**src/rtl/branch_resolve_bht.sv**
```systemverilog
// Branch resolution unit with a BHT of saturating counters.
// The IF side reads a counter to predict taken branches. The MEM side
// resolves branches and jumps, drives the redirect and flush, and trains
// the BHT. Statistics counters update one cycle after resolution.
module branch_resolve_bht #(
    parameter int XLEN       = 32,
    parameter int BHT_IDX_W  = 6,
    parameter int CTR_W      = 2,
    parameter int STAT_W     = 32,
    parameter int PREDICT_EN = 1
) (
    input  logic              i_clk,
    input  logic              i_reset,
    input  logic [XLEN-1:0]   i_pc_if,
    output logic              o_pred_taken_if,
    input  logic              i_valid_mem,
    input  logic [31:0]       i_inst_mem,
    input  logic [XLEN-1:0]   i_pc_mem,
    input  logic [XLEN-1:0]   i_target_mem,
    input  logic              i_br_less_mem,
    input  logic              i_br_equal_mem,
    input  logic              i_pred_taken_mem,
    output logic              o_pc_sel,
    output logic [XLEN-1:0]   o_redirect_pc,
    output logic              o_flush,
    output logic              o_illegal_br,
    output logic [STAT_W-1:0] o_br_count,
    output logic [STAT_W-1:0] o_mispred_count
);

    localparam int               ENTRIES   = 1 << BHT_IDX_W;
    localparam logic [CTR_W-1:0] CTR_MAX   = '1;
    // Weakly not-taken: all ones shifted right (0 when CTR_W == 1).
    localparam logic [CTR_W-1:0] CTR_RST   = CTR_MAX >> 1;
    localparam logic [6:0]       OP_BRANCH = 7'b1100011;
    localparam logic [6:0]       OP_JAL    = 7'b1101111;
    localparam logic [6:0]       OP_JALR   = 7'b1100111;

    // Saturating up/down step of one history counter.
    function automatic logic [CTR_W-1:0] ctr_train(input logic [CTR_W-1:0] c,
                                                   input logic taken);
        if (taken) begin
            return (c == CTR_MAX) ? c : c + CTR_W'(1);
        end
        return (c == '0) ? c : c - CTR_W'(1);
    endfunction

    logic [CTR_W-1:0]     ctr_q [ENTRIES];
    logic [CTR_W-1:0]     ctr_d;
    logic [STAT_W-1:0]    br_cnt_q, br_cnt_d;
    logic [STAT_W-1:0]    mis_cnt_q, mis_cnt_d;
    logic [BHT_IDX_W-1:0] idx_if, idx_mem;
    logic [6:0]           opcode;
    logic [2:0]           funct3;
    logic                 is_branch, is_jump, illegal, legal;
    logic                 actual_taken, mispredict, train;
    logic [XLEN-1:0]      pc_plus4;

    // Bits that never take part in indexing or decode.
    logic unused_bits;
    assign unused_bits = ^{i_pc_if[XLEN-1:BHT_IDX_W+2], i_pc_if[1:0],
                           i_inst_mem[31:15], i_inst_mem[11:7]};

    assign idx_if   = i_pc_if[BHT_IDX_W+1:2];
    assign idx_mem  = i_pc_mem[BHT_IDX_W+1:2];
    assign opcode   = i_inst_mem[6:0];
    assign funct3   = i_inst_mem[14:12];
    assign pc_plus4 = i_pc_mem + XLEN'(4);

    // Prediction reads the registered counter, so a same-cycle update is not visible.
    generate
        if (PREDICT_EN != 0) begin : g_dyn_pred
            assign o_pred_taken_if = !i_reset && ctr_q[idx_if][CTR_W-1];
        end else begin : g_static_pred
            assign o_pred_taken_if = 1'b0;
        end
    endgenerate

    // MEM-stage decode, outcome and redirect selection.
    always_comb begin
        is_branch    = 1'b0;
        is_jump      = 1'b0;
        illegal      = 1'b0;
        legal        = 1'b0;
        actual_taken = 1'b0;
        mispredict   = 1'b0;
        train        = 1'b0;
        o_pc_sel     = 1'b0;
        o_illegal_br = 1'b0;

        is_branch = i_valid_mem && (opcode == OP_BRANCH);
        is_jump   = i_valid_mem && ((opcode == OP_JAL) || (opcode == OP_JALR));
        illegal   = is_branch && (funct3[2:1] == 2'b01);
        legal     = is_branch && !illegal;

        if (legal) begin
            case (funct3)
                3'b000:         actual_taken = i_br_equal_mem;
                3'b001:         actual_taken = !i_br_equal_mem;
                3'b100, 3'b110: actual_taken = i_br_less_mem;
                3'b101, 3'b111: actual_taken = !i_br_less_mem;
                default:        actual_taken = 1'b0;
            endcase
        end

        // An illegal branch resolves not-taken; if fetch went down the
        // predicted-taken path it still has to come back to pc+4.
        mispredict    = is_branch && (actual_taken != i_pred_taken_mem);
        o_pc_sel      = !i_reset && (is_jump || mispredict);
        o_illegal_br  = !i_reset && illegal;
        o_redirect_pc = (is_jump || actual_taken) ? i_target_mem : pc_plus4;
        train         = !i_reset && legal;
    end

    assign o_flush = o_pc_sel;

    // Next counter value and statistics increments.
    always_comb begin
        ctr_d     = ctr_train(ctr_q[idx_mem], actual_taken);
        br_cnt_d  = br_cnt_q + STAT_W'(1);
        mis_cnt_d = mis_cnt_q + (mispredict ? STAT_W'(1) : STAT_W'(0));
    end

    // BHT training; reset discards all history.
    always_ff @(posedge i_clk) begin
        if (i_reset) begin
            for (int i = 0; i < ENTRIES; i++) begin
                ctr_q[i] <= CTR_RST;
            end
        end else if (train) begin
            ctr_q[idx_mem] <= ctr_d;
        end
    end

    // Statistics counters, wrapping naturally at STAT_W bits.
    always_ff @(posedge i_clk) begin
        if (i_reset) begin
            br_cnt_q  <= '0;
            mis_cnt_q <= '0;
        end else if (train) begin
            br_cnt_q  <= br_cnt_d;
            mis_cnt_q <= mis_cnt_d;
        end
    end

    assign o_br_count      = br_cnt_q;
    assign o_mispred_count = mis_cnt_q;

endmodule

```
**config.mk**
```make
export PLATFORM = sky130hd
export DESIGN_NAME = branch_resolve_bht
export DESIGN_NICKNAME = d
export VERILOG_FILES = /design/src/rtl/branch_resolve_bht.sv
export SDC_FILE = /design/constraint.sdc
export NUM_CORES = 1
export LEC_CHECK = 0
export CORE_MARGIN = 4
export CORE_UTILIZATION = 40
export DETAILED_ROUTE_END_ITERATION = 8
export GPL_TIMING_DRIVEN = 0
export MAX_ROUTING_LAYER = met4
export PLACE_DENSITY = 0.74
export SYNTH_ARGS = -nofsm -noshare
export SYNTH_HDL_FRONTEND = slang
export SYNTH_SLANG_ARGS = --single-unit
export TNS_END_PERCENT = 20
```
**constraint.sdc**
```tcl
create_clock -name i_clk -period 4.8 [get_ports i_clk]
set_input_delay 1.44 -clock i_clk [delete_from_list [all_inputs] [get_ports i_clk]]
set_output_delay 1.44 -clock i_clk [all_outputs]
set_load 0.02 [all_outputs]
```
==> insert_results.sql <==
INSERT INTO impl_metrics (metric_group, metric, value, unit) VALUES
('outcome', 'status', 'finished with violations', ''),
('outcome', 'failing_checks', 'setup timing', ''),
('synthesis', 'synth_top_area_share', '35.0', '%'),
('timing', 'max_freq', '0.199', 'GHz'),
('layout', 'nNetsFinal', '1427', ''),
('timing', 'timing.final.crit_share', '105', '%'),
('cts', 'htreeDepth', '4', ''),
('grt', 'grtUsageMet2', '38.4', '%'),
('timing', 'worst_slew_pin_slew', '1.09', 'ns'),
('floorplan', 'die_height', '174', 'µm'),
('routing', 'drt-initial-drc-count', '1016', ''),
('timing', 'timing.final.crit_period', '5.03', 'ns'),
('critical_path', 'crit_type', 'in2out', ''),
('routing', 'totalWireLength', '38400', 'µm'),
('timing', 'timing.slew.headroom', '27.6', '%'),
('timing', 'setup_total_negative_slack', '-0.603', 'ns'),
('timing', 'setup_clock_skew_after_layout', '0.0156', 'ns'),
('synthesis', 'syn-mean-instance-area', '10.3', 'µm²'),
('grt', 'groute.usage.overall', '25.4', '%'),
('timing', 'final-max-slew-violation-count', '0', ''),
('routing', 'vias_per_cell', '6.08', ''),
('grt', 'maximum_number_of_pins_on_one_net_before_global_route_repair', '20', ''),
('cts', 'clockRootBuffer', 'sky130_fd_sc_hd__clkbuf_16', ''),
('layout', 'syn2layout_area_growth', '29.5', '%'),
('synthesis', 'ys.flop_type', 'sky130_fd_sc_hd__edfxtp_1', ''),
('synthesis', 'synthesis.yosys.warnings', '0', ''),
('routing', 'drt_pass1_iterations', '9', ''),
('grt', 'grt_first_pass_wirelength', '57500', 'µm'),
('synthesis', 'synth_commonest_cells', '128 x sky130_fd_sc_hd__edfxtp_1, 92 x sky130_fd_sc_hd__nand3_1, 88 x sky130_fd_sc_hd__nand2_1', ''),
('timing', 'fin_ws', '-0.232', 'ns'),
('cts', 'cts_hold_buf', '0', ''),
('routing', 'dr_total_vias', '9984', ''),
('layout', 'final_layout_size_suffix_gt1_share', '17.4', '%'),
('routing', 'post_drt_wl_per_cell', '23.4', 'µm'),
('power_and_ir_drop', 'power', '0.00378', 'W'),
('timing', 'setup_viol', '6', ''),
('floorplan', 'initial_standard_cell_utilization_of_the_core', '40.7', '%'),
('power_and_ir_drop', 'p_leak', '4.95', 'nW'),
('placement', 'io_buffer_count', '181', ''),
('power_and_ir_drop', 'power_density', '265', 'nW/µm²'),
('cts', 'worst_skew_pair.late_latency', '0.45', 'ns'),
('cts', 'post_cts_clock_slew_at_the_launch_and_capture_registers_of_the_worst_setup_and_hold_paths', '0.08', 'ns'),
('critical_path', 'crit_path_max_fo', '5', ''),
('placement', 'placement.cell_area', '13200', 'µm²'),
('synthesis', 'postSynthRegisterBits', '192', ''),
('floorplan', 'ios', '234', ''),
('min_path', 'hold_path_class', 'reg2reg', ''),
('floorplan', 'placeableCoreArea', '27000', 'µm²'),
('critical_path', 'worst_r2r_path_depth', '9', ''),
('timing', 'count_of_endpoints_failing_hold_in_the_final_timing_report', '0', ''),
('min_path', 'min_delay_path_depth', '2', ''),
('cts', 'cts_max_path_buffers', '2', ''),
('grt', 'use_met1', '30.6', '%'),
('synthesis', 'synth_top_cell_by_area', 'sky130_fd_sc_hd__edfxtp_1', ''),
('power_and_ir_drop', 'peakVddDrop', '265', 'µV'),
('placement', 'dp_hpwl', '27200', 'µm'),
('grt', 'first_global_vias', '9914', ''),
('floorplan', 'fp-row-count', '60', ''),
('floorplan', 'fp.dieArea', '30200', 'µm²'),
('critical_path', 'critical_path_required', '3.36', 'ns'),
('synthesis', 'share_of_the_yosys_chip_area_belonging_to_registers', '46.6', '%'),
('cts', 'numCtsBuffers', '17', ''),
('critical_path', 'worstPathArrival', '3.59', 'ns'),
('cts', 'cts_tree', 'done', ''),
('routing', 'drc', '0', ''),
('routing', 'drt.antenna.violating_nets', '0', ''),
('synthesis', 'area_of_the_mapped_netlist', '11000', 'µm²'),
('job', 'max-cap-violations', '0', ''),
('layout', 'fillCellCount', '2416', ''),
('layout', 'n_antenna_cell', '0', ''),
('synthesis', 'count_of_mapped_cells_out_of_synthesis', '1068', '');
-- repair_timing --
| item | 4_1_cts | 5_1_grt |
|---|---|---|
| buffers inserted | 19 | 5 |
| hold endpoints to repair | 0 | 0 |
| gates cloned | 1 | 0 |
| setup endpoints to repair | 67 | 39 |
| pin swaps | 9 | 6 |
| gates resized for setup | 224 | 35 |
-- worst paths after layout --
| kind | from | endpoint | slack (ns) |
|---|---|---|---|
| setup / recovery | i_pc_if[2] | o_pred_taken_if | -0.23 |
| hold / removal | o_mispred_count[1]$_SDFFE_PP0P_ | o_mispred_count[1]$_SDFFE_PP0P_ | 0.49 |
| setup reg to reg | ctr_q[29][0]$_SDFFCE_PN1P_ | ctr_q[18][1]$_SDFFCE_PN0P_ | 2.11 |
| hold reg to reg | o_mispred_count[1]$_SDFFE_PP0P_ | o_mispred_count[1]$_SDFFE_PP0P_ | 0.49 |
-- stage by stage --
stage / instances / setup slack [ns] / hold slack (ns)
floorplan: 1068 / -0.109 / 0.550
global placement: 1590 / -1.68 / 0.466
detailed placement: 1590 / -1.70 / 0.485
CTS: 1638 / -0.214 / 0.496
global route: 1643 / -0.231 / 0.532
finish: 1643 / -0.232 / 0.492
-- layer usage --
| metal | vias to the layer above | share of wire (%) |
|---|---|---|
| li1 | 4413 | - |
| met1 | 4693 | 36 |
| met2 | 728 | 45 |
| met3 | 150 | 14 |
| met4 | 0 | 4.8 |
| met5 | - | 0 |
-- cells by family after synthesis --
family,synth area share [%]
buffers and inverters,4.91
XOR/XNOR,5.98
adder cells (fa/ha/maj),0.660
AO/OA/AOI/OAI,10.7
flip-flops,46.6
multiplexers,9.31
AND/OR/NAND/NOR,21.8
-- report_power, final --
part / total [W] / switching, W / leakage [nW] / internal (W)
logic: 0.000556 / 0.000315 / 3.00 / 0.000241
registers: 0.00179 / 0.0000130 / 1.66 / 0.00178
clock network: 0.00143 / 0.000709 / 0.290 / 0.000720
-- cells in the final DEF, fill, tap and decap left out, drive strengths merged, types with 17 or more instances in the layout --
| cell | instances |
|---|---|
| edfxtp | 128 |
| nor3 | 72 |
| xnor2 | 26 |
| dfxtp | 64 |
| inv | 20 |
| nand2 | 88 |
| clkbuf | 73 |
| a21oi | 28 |
| nand3 | 93 |
| nand4 | 28 |
| mux2i | 19 |
| mux4 | 33 |
| buf | 89 |
| clkdlybuf4s50 | 132 |
| a21o | 65 |
| xor2 | 49 |
| o21ai | 50 |
| or3 | 17 |
| and3 | 23 |
| nor2 | 70 |
-- critical path, stage by stage --
cell	delay (ns)
sky130_fd_sc_hd__buf_16	0.11
sky130_fd_sc_hd__buf_12	0.13
sky130_fd_sc_hd__mux4_2	0.55
sky130_fd_sc_hd__mux4_2	0.51
sky130_fd_sc_hd__mux4_2	0.51
sky130_fd_sc_hd__nor2b_4	0.15
sky130_fd_sc_hd__buf_6	0.17
-- state kept, by name, indices dropped and copies added, names as in the netlist --
name / flops
ctr_q: 128
o_mispred_count: 32
o_br_count: 32
-- cell type report --
type	instances	area (µm²)	area share (%)
inverters	11	41.3	0.290
multi-input cells	769	5490	38.6
plain buffers	92	662	4.65
repair buffers	206	1900	13.4
clock inverters	15	161	1.13
flip-flops and latches	192	5120	36.0
well taps	341	427	3.00
clock buffers	17	425	2.99
Power figures use the tool's default switching activity.
